`config.mk`:
```
export PLATFORM = sky130hd
export DESIGN_NAME = mem_port_arbiter_flat
export DESIGN_NICKNAME = d
export VERILOG_FILES = /design/src/rtl/mem_arb_pkg.sv /design/src/rtl/mem_port_arbiter_if.sv /design/src/rtl/arb_pick.sv /design/src/rtl/mem_port_arbiter.sv /design/src/flat_wrapper.sv
export SDC_FILE = /design/constraint.sdc
export NUM_CORES = 1
export LEC_CHECK = 0
export ABC_CLOCK_PERIOD_IN_PS = 4300
export CAP_MARGIN = 20
export CORE_AREA = 2 2 125 127
export CTS_CLUSTER_SIZE = 30
export DETAILED_ROUTE_END_ITERATION = 7
export DIE_AREA = 0 0 127 129
export PLACE_DENSITY = 0.8
export SLEW_MARGIN = 20
export SYNTH_ARGS = -nofsm -noshare
export SYNTH_HDL_FRONTEND = slang
export SYNTH_SLANG_ARGS = --single-unit
```
`constraint.sdc`:
```
create_clock -name clk -period 4.3 [get_ports clk]
set_clock_uncertainty 0.15 [all_clocks]
set_input_delay 0.86 -clock clk [delete_from_list [all_inputs] [get_ports clk]]
set_output_delay 0.86 -clock clk [all_outputs]
set_load 0.02 [all_outputs]
```
`src/rtl/mem_arb_pkg.sv`:
```
// Shared types for the two-requester memory port arbiter.
// Supports the ARB_ROUND_ROBIN_EN build option.
package mem_arb_pkg;

    localparam int unsigned ARB_N_REQ = 2;

    typedef enum logic [1:0] {
        MEM_ACCESS_BYTE = 2'd0,
        MEM_ACCESS_HALF = 2'd1,
        MEM_ACCESS_WORD = 2'd2
    } mem_access_t;

    typedef logic [3:0] mem_exception_mask_t;

    typedef enum logic [1:0] {
        S_IDLE,
        S_ISSUE,
        S_WAIT,
        S_RESP
    } arb_state_t;

    typedef logic arb_owner_t;

    typedef struct packed {
        logic [31:0] addr;
        logic [31:0] wr_data;
        logic        wr_ena;
        mem_access_t access;
    } arb_payload_t;

endpackage

```
`src/rtl/mem_port_arbiter_if.sv`:
```
// Requester-side handshake bundle for one arbiter port.
// master = requester (core/DMA), slave = arbiter.
interface mem_port_arbiter_if;
    import mem_arb_pkg::*;

    logic                valid;
    logic [31:0]         addr;
    logic [31:0]         wr_data;
    logic                wr_ena;
    mem_access_t         access;
    logic                ready;
    logic                done;
    logic [31:0]         rd_data;
    mem_exception_mask_t exception;

    modport master (
        output valid, addr, wr_data, wr_ena, access,
        input  ready, done, rd_data, exception
    );

    modport slave (
        input  valid, addr, wr_data, wr_ena, access,
        output ready, done, rd_data, exception
    );

endinterface

```
`src/rtl/arb_pick.sv`:
```
// Combinational winner select; ARB_ROUND_ROBIN_EN selects round-robin
// tie-breaking, otherwise requester 0 has fixed priority.
module arb_pick
    import mem_arb_pkg::*;
(
    input  logic [ARB_N_REQ-1:0] valid,
    input  arb_owner_t           last_owner,
    output logic [ARB_N_REQ-1:0] grant
);

`ifdef ARB_ROUND_ROBIN_EN
    always_comb begin
        grant = valid;
        if (valid == 2'b11) begin
            grant = last_owner ? 2'b01 : 2'b10;
        end
    end
`else
    logic unused_last_owner;
    assign unused_last_owner = last_owner;

    always_comb begin
        grant = valid;
        if (valid == 2'b11) begin
            grant = 2'b01;
        end
    end
`endif

endmodule

```
`src/rtl/mem_port_arbiter.sv`:
```
// Shares one memory port between two requesters, one access at a time,
// with a fixed N_WAIT-cycle drive window. Build option: ARB_ROUND_ROBIN_EN.
module mem_port_arbiter
    import mem_arb_pkg::*;
#(
    parameter int unsigned N_WAIT = 1
) (
    input  logic                clk,
    input  logic                rst,
    mem_port_arbiter_if.slave   req0,
    mem_port_arbiter_if.slave   req1,
    output logic [31:0]         mem_addr,
    output logic [31:0]         mem_wr_data,
    output logic                mem_wr_ena,
    output mem_access_t         mem_access,
    input  logic [31:0]         mem_rd_data,
    input  mem_exception_mask_t mem_exception,
    output logic                busy,
    output arb_owner_t          owner
);

    if (N_WAIT < 1 || N_WAIT > 7) begin : g_bad_n_wait
        $error("mem_port_arbiter: N_WAIT must be within 1..7");
    end

    localparam logic [2:0] WAIT_INIT = 3'(N_WAIT - 1);

    arb_state_t          state_q, state_d;
    arb_payload_t        pay_q, pay_d;
    arb_owner_t          owner_q, owner_d;
    logic [2:0]          cnt_q, cnt_d;
    logic                wr_ena_q, wr_ena_d;
    logic [31:0]         rsp_data_q, rsp_data_d;
    mem_exception_mask_t rsp_exc_q, rsp_exc_d;
    logic [1:0]          done_q, done_d;

    logic [1:0] valid, grant, ready;
    logic       pick_en, last_drive;

    assign valid = {req1.valid, req0.valid};

    arb_pick u_pick (
        .valid      (valid),
        .last_owner (owner_q),
        .grant      (grant)
    );

    // ready is combinational; gating with rst keeps it low while reset is held
    assign pick_en = rst && (state_q == S_IDLE || state_q == S_RESP);
    assign ready   = pick_en ? grant : 2'b00;

    always_comb begin
        state_d    = state_q;
        pay_d      = pay_q;
        owner_d    = owner_q;
        cnt_d      = cnt_q;
        wr_ena_d   = 1'b0;
        rsp_data_d = rsp_data_q;
        rsp_exc_d  = rsp_exc_q;
        done_d     = 2'b00;
        last_drive = 1'b0;

        unique case (state_q)
            S_IDLE, S_RESP: begin
                if (|ready) begin
                    owner_d  = ready[1];
                    pay_d    = ready[1] ? {req1.addr, req1.wr_data, req1.wr_ena, req1.access}
                                        : {req0.addr, req0.wr_data, req0.wr_ena, req0.access};
                    wr_ena_d = pay_d.wr_ena;
                    state_d  = S_ISSUE;
                end else begin
                    state_d = S_IDLE;
                end
            end
            S_ISSUE: begin
                if (N_WAIT == 1) begin
                    last_drive = 1'b1;
                end else begin
                    cnt_d   = WAIT_INIT;
                    state_d = S_WAIT;
                end
            end
            S_WAIT: begin
                if (cnt_q == 3'd1) begin
                    last_drive = 1'b1;
                end else begin
                    cnt_d = cnt_q - 3'd1;
                end
            end
            default: state_d = S_IDLE;
        endcase

        // Response capture and done are registered off the final drive cycle,
        // so a new pick in S_RESP cannot redirect the pending done.
        if (last_drive) begin
            state_d         = S_RESP;
            rsp_data_d      = mem_rd_data;
            rsp_exc_d       = mem_exception;
            done_d[owner_q] = 1'b1;
        end
    end

    always_ff @(posedge clk or negedge rst) begin
        if (!rst) begin
            state_q    <= S_IDLE;
            pay_q      <= '{addr: '0, wr_data: '0, wr_ena: 1'b0, access: MEM_ACCESS_WORD};
            owner_q    <= 1'b1;
            cnt_q      <= '0;
            wr_ena_q   <= 1'b0;
            rsp_data_q <= '0;
            rsp_exc_q  <= '0;
            done_q     <= '0;
        end else begin
            state_q    <= state_d;
            pay_q      <= pay_d;
            owner_q    <= owner_d;
            cnt_q      <= cnt_d;
            wr_ena_q   <= wr_ena_d;
            rsp_data_q <= rsp_data_d;
            rsp_exc_q  <= rsp_exc_d;
            done_q     <= done_d;
        end
    end

    assign mem_addr    = pay_q.addr;
    assign mem_wr_data = pay_q.wr_data;
    assign mem_access  = pay_q.access;
    assign mem_wr_ena  = wr_ena_q;
    assign busy        = (state_q != S_IDLE);
    assign owner       = owner_q;

    assign req0.ready     = ready[0];
    assign req0.done      = done_q[0];
    assign req0.rd_data   = rsp_data_q;
    assign req0.exception = rsp_exc_q;
    assign req1.ready     = ready[1];
    assign req1.done      = done_q[1];
    assign req1.rd_data   = rsp_data_q;
    assign req1.exception = rsp_exc_q;

endmodule

```
`src/flat_wrapper.sv`:
```
// flat-port wrapper written by rule: the top's interface ports become plain ports
module mem_port_arbiter_flat import mem_arb_pkg::*;
#(
    parameter int unsigned N_WAIT = 1
)
  (clk, rst, mem_addr, mem_wr_data, mem_wr_ena, mem_access, mem_rd_data, mem_exception, busy, owner, req0_valid, req0_addr, req0_wr_data, req0_wr_ena, req0_access, req0_ready, req0_done, req0_rd_data, req0_exception, req1_valid, req1_addr, req1_wr_data, req1_wr_ena, req1_access, req1_ready, req1_done, req1_rd_data, req1_exception);
  mem_port_arbiter_if req0_i ();
  mem_port_arbiter_if req1_i ();
  input  logic clk;
  input  logic rst;
  output logic [31:0] mem_addr;
  output logic [31:0] mem_wr_data;
  output logic mem_wr_ena;
  output mem_access_t mem_access;
  input  logic [31:0] mem_rd_data;
  input  mem_exception_mask_t mem_exception;
  output logic busy;
  output arb_owner_t owner;
  input wire logic [$bits(req0_i.valid)-1:0] req0_valid;
  input wire logic [$bits(req0_i.addr)-1:0] req0_addr;
  input wire logic [$bits(req0_i.wr_data)-1:0] req0_wr_data;
  input wire logic [$bits(req0_i.wr_ena)-1:0] req0_wr_ena;
  input wire logic [$bits(req0_i.access)-1:0] req0_access;
  output wire logic [$bits(req0_i.ready)-1:0] req0_ready;
  output wire logic [$bits(req0_i.done)-1:0] req0_done;
  output wire logic [$bits(req0_i.rd_data)-1:0] req0_rd_data;
  output wire logic [$bits(req0_i.exception)-1:0] req0_exception;
  input wire logic [$bits(req1_i.valid)-1:0] req1_valid;
  input wire logic [$bits(req1_i.addr)-1:0] req1_addr;
  input wire logic [$bits(req1_i.wr_data)-1:0] req1_wr_data;
  input wire logic [$bits(req1_i.wr_ena)-1:0] req1_wr_ena;
  input wire logic [$bits(req1_i.access)-1:0] req1_access;
  output wire logic [$bits(req1_i.ready)-1:0] req1_ready;
  output wire logic [$bits(req1_i.done)-1:0] req1_done;
  output wire logic [$bits(req1_i.rd_data)-1:0] req1_rd_data;
  output wire logic [$bits(req1_i.exception)-1:0] req1_exception;
  assign req0_i.valid = req0_valid;
  assign req0_i.addr = req0_addr;
  assign req0_i.wr_data = req0_wr_data;
  assign req0_i.wr_ena = req0_wr_ena;
  assign req0_i.access = req0_access;
  assign req0_ready = req0_i.ready;
  assign req0_done = req0_i.done;
  assign req0_rd_data = req0_i.rd_data;
  assign req0_exception = req0_i.exception;
  assign req1_i.valid = req1_valid;
  assign req1_i.addr = req1_addr;
  assign req1_i.wr_data = req1_wr_data;
  assign req1_i.wr_ena = req1_wr_ena;
  assign req1_i.access = req1_access;
  assign req1_ready = req1_i.ready;
  assign req1_done = req1_i.done;
  assign req1_rd_data = req1_i.rd_data;
  assign req1_exception = req1_i.exception;
  mem_port_arbiter #(.N_WAIT(N_WAIT)) u_core (.clk(clk), .rst(rst), .req0(req0_i), .req1(req1_i), .mem_addr(mem_addr), .mem_wr_data(mem_wr_data), .mem_wr_ena(mem_wr_ena), .mem_access(mem_access), .mem_rd_data(mem_rd_data), .mem_exception(mem_exception), .busy(busy), .owner(owner));
endmodule
```
==> results of run 1 <==
==> flip-flops by register name, indices dropped and copies added, names as in the netlist <==
register               cells
u_core.state_q             2
u_core.req0.exception      4
u_core.mem_access          2
u_core.mem_addr           32
u_core.owner               1
u_core.mem_wr_ena          1
u_core.req0.rd_data       32
u_core.mem_wr_data        32
u_core.done_q              2
u_core.cnt_q               3
==> cell families (layout without fill, tap and decap cells) <==
group	count (synthesis)	after routing	share of synthesized area [%]
buffers and inverters	78	349	9.97
adders and majority gates	5	5	1.26
AOI/OAI and AO/OA	139	139	18.0
muxes	37	37	8.34
xor gates and xnor gates	1	1	0.176
and+or+nand+nor	78	78	6.46
DFF	111	111	55.8
==> cells in the final DEF, fill, tap and decap left out, types with 2 or more instances in the layout <==
cell | synthesis | layout
a22oi_1 | 66 | 66
buf_4 | 39 | 8
clkbuf_1 | 15 | 3
clkbuf_16 | 0 | 9
clkdlybuf4s50_1 | 0 | 317
clkinvlp_4 | 0 | 2
dfrtp_1 | 109 | 109
dfstp_2 | 2 | 2
ha_1 | 5 | 5
inv_1 | 8 | 8
mux2_1 | 7 | 7
mux2_2 | 29 | 29
nand2_1 | 68 | 68
nor2_1 | 3 | 2
o21ai_0 | 62 | 62
o21ai_1 | 5 | 5
==> metrics by stage <==
stage	std cells	hold WS, ns	power [uW]	setup slack (ns)	instance area [um^2]
floorplan	449	0.323	3900	1.77	4980
global placement	892	0.316	5350	0.839	8000
detailed placement	892	0.319	5430	0.855	8000
CTS	908	0.138	6230	0.848	8270
global route	908	0.142	6550	0.809	8270
finish	908	0.163	6150	0.850	8270
==> final cells by class <==
type                    count  area share, %
clock buffers              13           3.03
well taps                 188           2.84
clock inverters             3          0.242
repair buffers            325           39.1
flip-flops and latches    111           33.6
inverters                   8          0.363
multi-input cells         260           20.8
==> Yosys cell counts (all sizes together) <==
cell type / number / area [um^2]
xnor2: 1 / 8.76
buf: 54 / 405
a22oi: 66 / 495
clkbuf: 16 / 61.3
inv: 8 / 30.0
ha: 5 / 62.6
nand3b: 1 / 7.51
o21ai: 68 / 344
a2111oi: 1 / 27.5
nand2: 68 / 255
nor2: 3 / 11.3
dfstp: 2 / 52.6
and4bb: 1 / 12.5
nor3: 1 / 5.00
a21o: 1 / 7.51
o211ai: 1 / 7.51
a21oi: 1 / 5.00
nor2b: 1 / 6.26
mux2: 36 / 405
and3b: 2 / 17.5
mux2i: 1 / 10.0
o31a: 1 / 8.76
nand2b: 1 / 6.26
dfrtp: 109 / 2730
==> report_power, final <==
group          switching [uW]  internal [uW]
clock                     367            409
combinational            1780           1730
sequential                295           1570
==> routing by layer <==
layer	global-route usage (%)	wire length, um	vias up	share of wire (%)
li1	-	-	2072	-
met1	21.4	5900	2087	39
met2	32.2	7450	213	49
met3	6.15	1310	24	8.7
met4	8.73	435	0	2.9
met5	0	0	-	0
==> worst max-delay path by stage <==
stage / start / endpoint
after floorplan: rst / req0_ready
after global placement: req0_valid / req1_ready
after detailed placement: req0_valid / req1_ready
after CTS: req0_valid / req1_ready
after global routing: req0_valid / req1_ready
final: req0_valid / req1_ready
==> metrics.md, run 1 <==
| Metric | Value |
|---|---|
| Status | finished, final reports clean |
| First-pass GRT wire length | roughly 24000 um |
| Postcts setup bufs | 0 |
| Measured slew at the worst slew-check pin | 0.998 ns |
| Post-synthesis sequential area ratio | between 50% and 60% |
| Fill cells | 1339 |
| Fin Setup TNS | 0 ns |
| CTS root buffer | clkbuf_16 |
| RR Endpoint | u_core.req0.rd_data[29] |
| Worst path cell trace | clkdlybuf4s50_1 > and4bb_2 > clkdlybuf4s50_1 |
| Nets | 894 |
| Max Fclk | 290 MHz |
| Storage cell area | 2780 um^2 |
| Clk Latency, worst-skew pair | around 0.34 ns |
| Syn Nets | 628 |
| Largest net degree at the start of global routing | 69 |
| Vias per cell | around 4.8 |
| Overflow after GRT | 0 |
| Hold_buf cts | 0 |
| CTS Sinks | 111 |
| CP required | 3.29 ns |
| Setup CP Type | in2out |
| Ports | ~320 |
| DRC | 0 |
| Layout cells sized above 1 | 8.06% |
| Hold WC Path Type | in2async |
| Yosys Warn Count | 0 |
| Maximum clock path buffer count | 2 |
| TritonCTS buffer count | 9 |
| ANT cells | 0 |
| CP top delay family | buffers and inverters |
| Fin util | 55.2% |
| CP Data Arrival Time | 2.44 ns |
| Startpoint types | input pin |
| Crit path buffers/inverters | 2 |
| RSZ-0062 raised after global routing | no |
| Slowest stage delay, CP | approximately 0.62 ns |
| R2R depth | 6 |
| GPL Wtd Cong | 0.771 |
| Post-synth cell types | 30 |
| Cell area power density | 743 nW/um^2 |
| Post-layout minimum cycle time | 3.45 ns |
| Die W | 127 um |
| Hpwl dp | around 11000 um |
| Area of the die | 16400 um^2 |
| Peak supply drop | ~0.26 mV |
| Max-cap violations | 0 |
| Clock slew at reported path FFs | 0.06 ns |
| Levels on crit path | 3 |
| Global Route Usage Sum | 18.8% |
| Reg2reg setup slack | roughly 1.7 ns |
| Die Span Y | 129 um |
| Most used cell, CP | clkdlybuf4s50_1 |
| Syn_area_per_cell | 11.1 um^2 |
| Critical path's slowest cell | clkdlybuf4s50_1 |
| Antenna Violating Nets Remaining | 0 |
| Area of the multi-input gates | 1720 um^2 |
| Mapped Area | 4980 um^2 |
| Worst-path maximum fanout | 4 |
| Reg2reg start | u_core.state_q[0] |
| Slew headroom | between 30% and 40% |
| Number of synthesized register bits | about 110 |
| Pleak | 0.00350 uW |
| Row count | 45 |
| Vias | 4396 |
| # port buffers | 318 |
| Number of antenna violations at the first check in global routing | 0 |
| Via count of the first global-routing pass | ~4.6k |
| Core Area | 15000 um^2 |
| Wire per inst | 16.6 um |
| Final wirelength | 15100 um |
| First-pass DRT Iterations | 4 |
| CTS tree | done |
| DR iter-0 viols | 202 |
| Area grow syn2layout | 66.1% |
| CP Capture Type | primary output |
| H-tree levels | 3 |
| Tcrit/Tclk final | 80.2% |
| Post_cts resized | 0 |
| Final setup vio count | 0 |
| Initial Util | 33.3% |
| Final max-slew violation count | 0 |
| Hold Vio Cnt, Final | 0 |
| Cells after Synth | around 450 |
Power figures use the tool's default switching activity.
==> run 2: changes to the inputs <==
--- a/config.mk
+++ b/config.mk
@@ -5,13 +5,13 @@
 export SDC_FILE = /design/constraint.sdc
 export NUM_CORES = 1
 export LEC_CHECK = 0
-export ABC_CLOCK_PERIOD_IN_PS = 4300
+export ABC_CLOCK_PERIOD_IN_PS = 3100
 export CAP_MARGIN = 20
-export CORE_AREA = 2 2 125 127
+export CORE_MARGIN = 1.5
+export CORE_UTILIZATION = 33
 export CTS_CLUSTER_SIZE = 30
 export DETAILED_ROUTE_END_ITERATION = 7
-export DIE_AREA = 0 0 127 129
-export PLACE_DENSITY = 0.8
+export PLACE_DENSITY = 0.83
 export SLEW_MARGIN = 20
 export SYNTH_ARGS = -nofsm -noshare
 export SYNTH_HDL_FRONTEND = slang
==> constraint.sdc (replaced) <==
create_clock -name clk -period 3.1 [get_ports clk]
set_clock_uncertainty 0.15 [all_clocks]
set_input_delay 0.62 -clock clk [delete_from_list [all_inputs] [get_ports clk]]
set_output_delay 0.62 -clock clk [all_outputs]
set_load 0.02 [all_outputs]
==> run 2 against run 1 <==
Against the previous run: the run now ends with DRC left; total power grew 40%; cell area is 0.71% higher; cell count unchanged; via count about the same; wire length is 2.4% higher; non-clock buffer count up 3; first-iteration DRC count decreased by 23%; sequential share of layout area is 0.24 points lower; critical endpoint unchanged; largest cell class unchanged.
==> metrics.md, run 2 (synthesis gave the netlist of run 1 again) <==
| Metric | Value |
|---|---|
| Status | finished with violations |
| Failing checks | DRC |
| Core Area | 14600 um^2 (-2.2%) |
| RR Endpoint | u_core.mem_addr[6] |
| Max Fclk | between 300 and 400 MHz |
| Clock slew at reported path FFs | 0.08 ns (+0.02 ns) |
| Startpoint types | flop |
| Final max-slew violation count | 0 (unchanged) |
| Initial Util | 34.0% (+0.76 points) |
| Measured slew at the worst slew-check pin | 0.771 ns (-0.227 ns) |
| Clk Latency, worst-skew pair | 0.34 ns (about the same) |
| Via count of the first global-routing pass | 4617 (+0.13%) |
| CTS tree | done |
| First-pass DRT Iterations | 8 (+4) |
| CP required | 2.33 ns (-0.96 ns) |
| DR iter-0 viols | 156 (-23%) |
| TritonCTS buffer count | 9 (unchanged) |
| Number of antenna violations at the first check in global routing | 1 (+1) |
| Hold_buf cts | 0 (unchanged) |
| Tcrit/Tclk final | 96.0% |
| Die Span Y | 126 um (-2.4%) |
| Row count | 44 (-2.2%) |
| Worst-path maximum fanout | 7 (+3) |
| First-pass GRT wire length | 24400 um (+2.0%) |
| R2R depth | 6 (unchanged) |
| GPL Wtd Cong | 0.740 (-4.1%) |
| Met2 Usage GRT | 36.1% (+3.9 points) |
| Met3 GRT Util | 6.24% (+0.091 points) |
| Max-cap violations | 0 (unchanged) |
| M1 GR Usage | 21.2% (-0.16 points) |
| Ports | 319 (unchanged) |
| CTS Sinks | 111 (unchanged) |
| Reg2reg setup slack | 0.64 ns (-1.02 ns) |
| # port buffers | 318 (unchanged) |
| Layout cells sized above 1 | 8.71% (+0.66 points) |
| Final wirelength | 15500 um (+2.4%) |
| Slowest stage delay, CP | 0.63 ns (about the same) |
| GRT Max-Usage Layer | met2 |
| Worst path cell trace | inv_1 > ha_1 > and4bb_2 > clkdlybuf4s50_1 |
| Critical path startpoint | u_core.state_q[0] |
| Layout Cells excl Fill | 908 (unchanged) |
| Global Route Usage Sum | 19.8% (+1.0 points) |
| Slew headroom | 48.6% (+15 points) |
| Crit path buffers/inverters | 2 (unchanged) |
| CP Data Arrival Time | 2.21 ns (-0.23 ns) |
| Overflow after GRT | 0 (unchanged) |
| Critical path's slowest cell | clkdlybuf4s50_1 |
| Post-layout minimum cycle time | just under 3 ns |
| CTS root buffer | clkbuf_16 |
| Reg2reg start | u_core.state_q[0] |
| H-tree levels | 3 (unchanged) |
| CP top delay family | buffers and inverters |
| Maximum clock path buffer count | 2 (unchanged) |
| Final setup vio count | 0 (unchanged) |
| Fin Setup TNS | 0 ns (unchanged) |
| Setup CP Type | reg2out |
| Postcts setup bufs | 0 (unchanged) |
| Wire per inst | 17.0 um (+2.4%) |
| Area grow syn2layout | 67.2% |
| RSZ-0062 raised after global routing | no |
| Vias per cell | 4.84 (about the same) |
| Hold WC Path Type | in2async |
| DRC | 22 (+22) |
| Hold Vio Cnt, Final | 0 (unchanged) |
| CP Capture Type | primary output |
| Die W | 126 um (-0.90%) |
| Cells after DPL | 891 (-0.11%) |
| Cell area power density | 1040 nW/um^2 (+39%) |
| Pleak | 0.00354 uW (+1.2%) |
| Area of the die | 15800 um^2 (-3.3%) |
| Peak supply drop | 0.471 mV (+83%) |
| Hpwl dp | 11500 um (+3.8%) |
| Fill cells | 1260 (-5.9%) |
| Nets | 897 (+0.34%) |
| Vias | 4399 (+0.068%) |
| Most common cell after layout, fill and taps aside | clkdlybuf4s50_1 |
| Post_cts resized | 0 (unchanged) |
| Largest net degree at the start of global routing | 68 (-1.4%) |
| Antenna Violating Nets Remaining | 0 (unchanged) |
| Most frequent cells in the layout | clkdlybuf4s50_1 (317), dfrtp_1 (109), nand2_1 (68) |
## run 2: changes by cell type in the layout (fill, tap and decap cells not counted), sizes merged
cell,previous run,this run
buf,8,11
clkinv,1,3
clkinvlp,2,0
diode,0,1
## run 2: layer usage
layer / routed length (um) / part of all wire, % / vias to the layer above
met5: 0 / 0 / -
met4: 281 / 1.8 / 0
met3: 1440 / 9.3 / 17
met2: 8090 / 52 / 219
met1: 5650 / 37 / 2080
li1: - / - / 2083
## run 2: cell type report
type	instances	area (um^2)	area share, %
timing repair buffer	328	3270	39.2
antenna	1	2.50	0.0300
multi-input combinational	260	1720	20.7
tap	184	230	2.76
clock buffer	13	270	3.24
inverter	8	30.0	0.360
clock inverter	3	26.3	0.315
sequential	111	2780	33.4
## run 2: through the flow
step / hold WS (ns) / area (um^2) / utilization, % / setup WS, ns / power, uW
floorplan: 0.174 / 4980 / - / 0.844 / 5410
global placement: 0.314 / 8030 / 54.8 / 0.203 / 7450
detailed placement: 0.318 / 8030 / 54.8 / 0.205 / 7570
CTS: 0.146 / 8330 / 56.9 / 0.0542 / 8740
global route: 0.152 / 8330 / 56.9 / 0.0269 / 9150
finish: 0.137 / 8330 / 56.9 / 0.125 / 8630
## run 2: worst max path at each step
stage | end | cells past startpoint
after CTS | req1_ready | 4
final | req1_ready | 4
after global placement | req1_ready | 3
after floorplan | req0_ready | 5
after detailed placement | req1_ready | 3
after global routing | req1_ready | 4
## run 2: where the power goes
part / leakage, uW / switching [uW] / internal, uW
Combinational: 0.00205 / 2490 / 2420
Clock: 0.000146 / 527 / 617
Sequential: 0.00135 / 404 / 2170
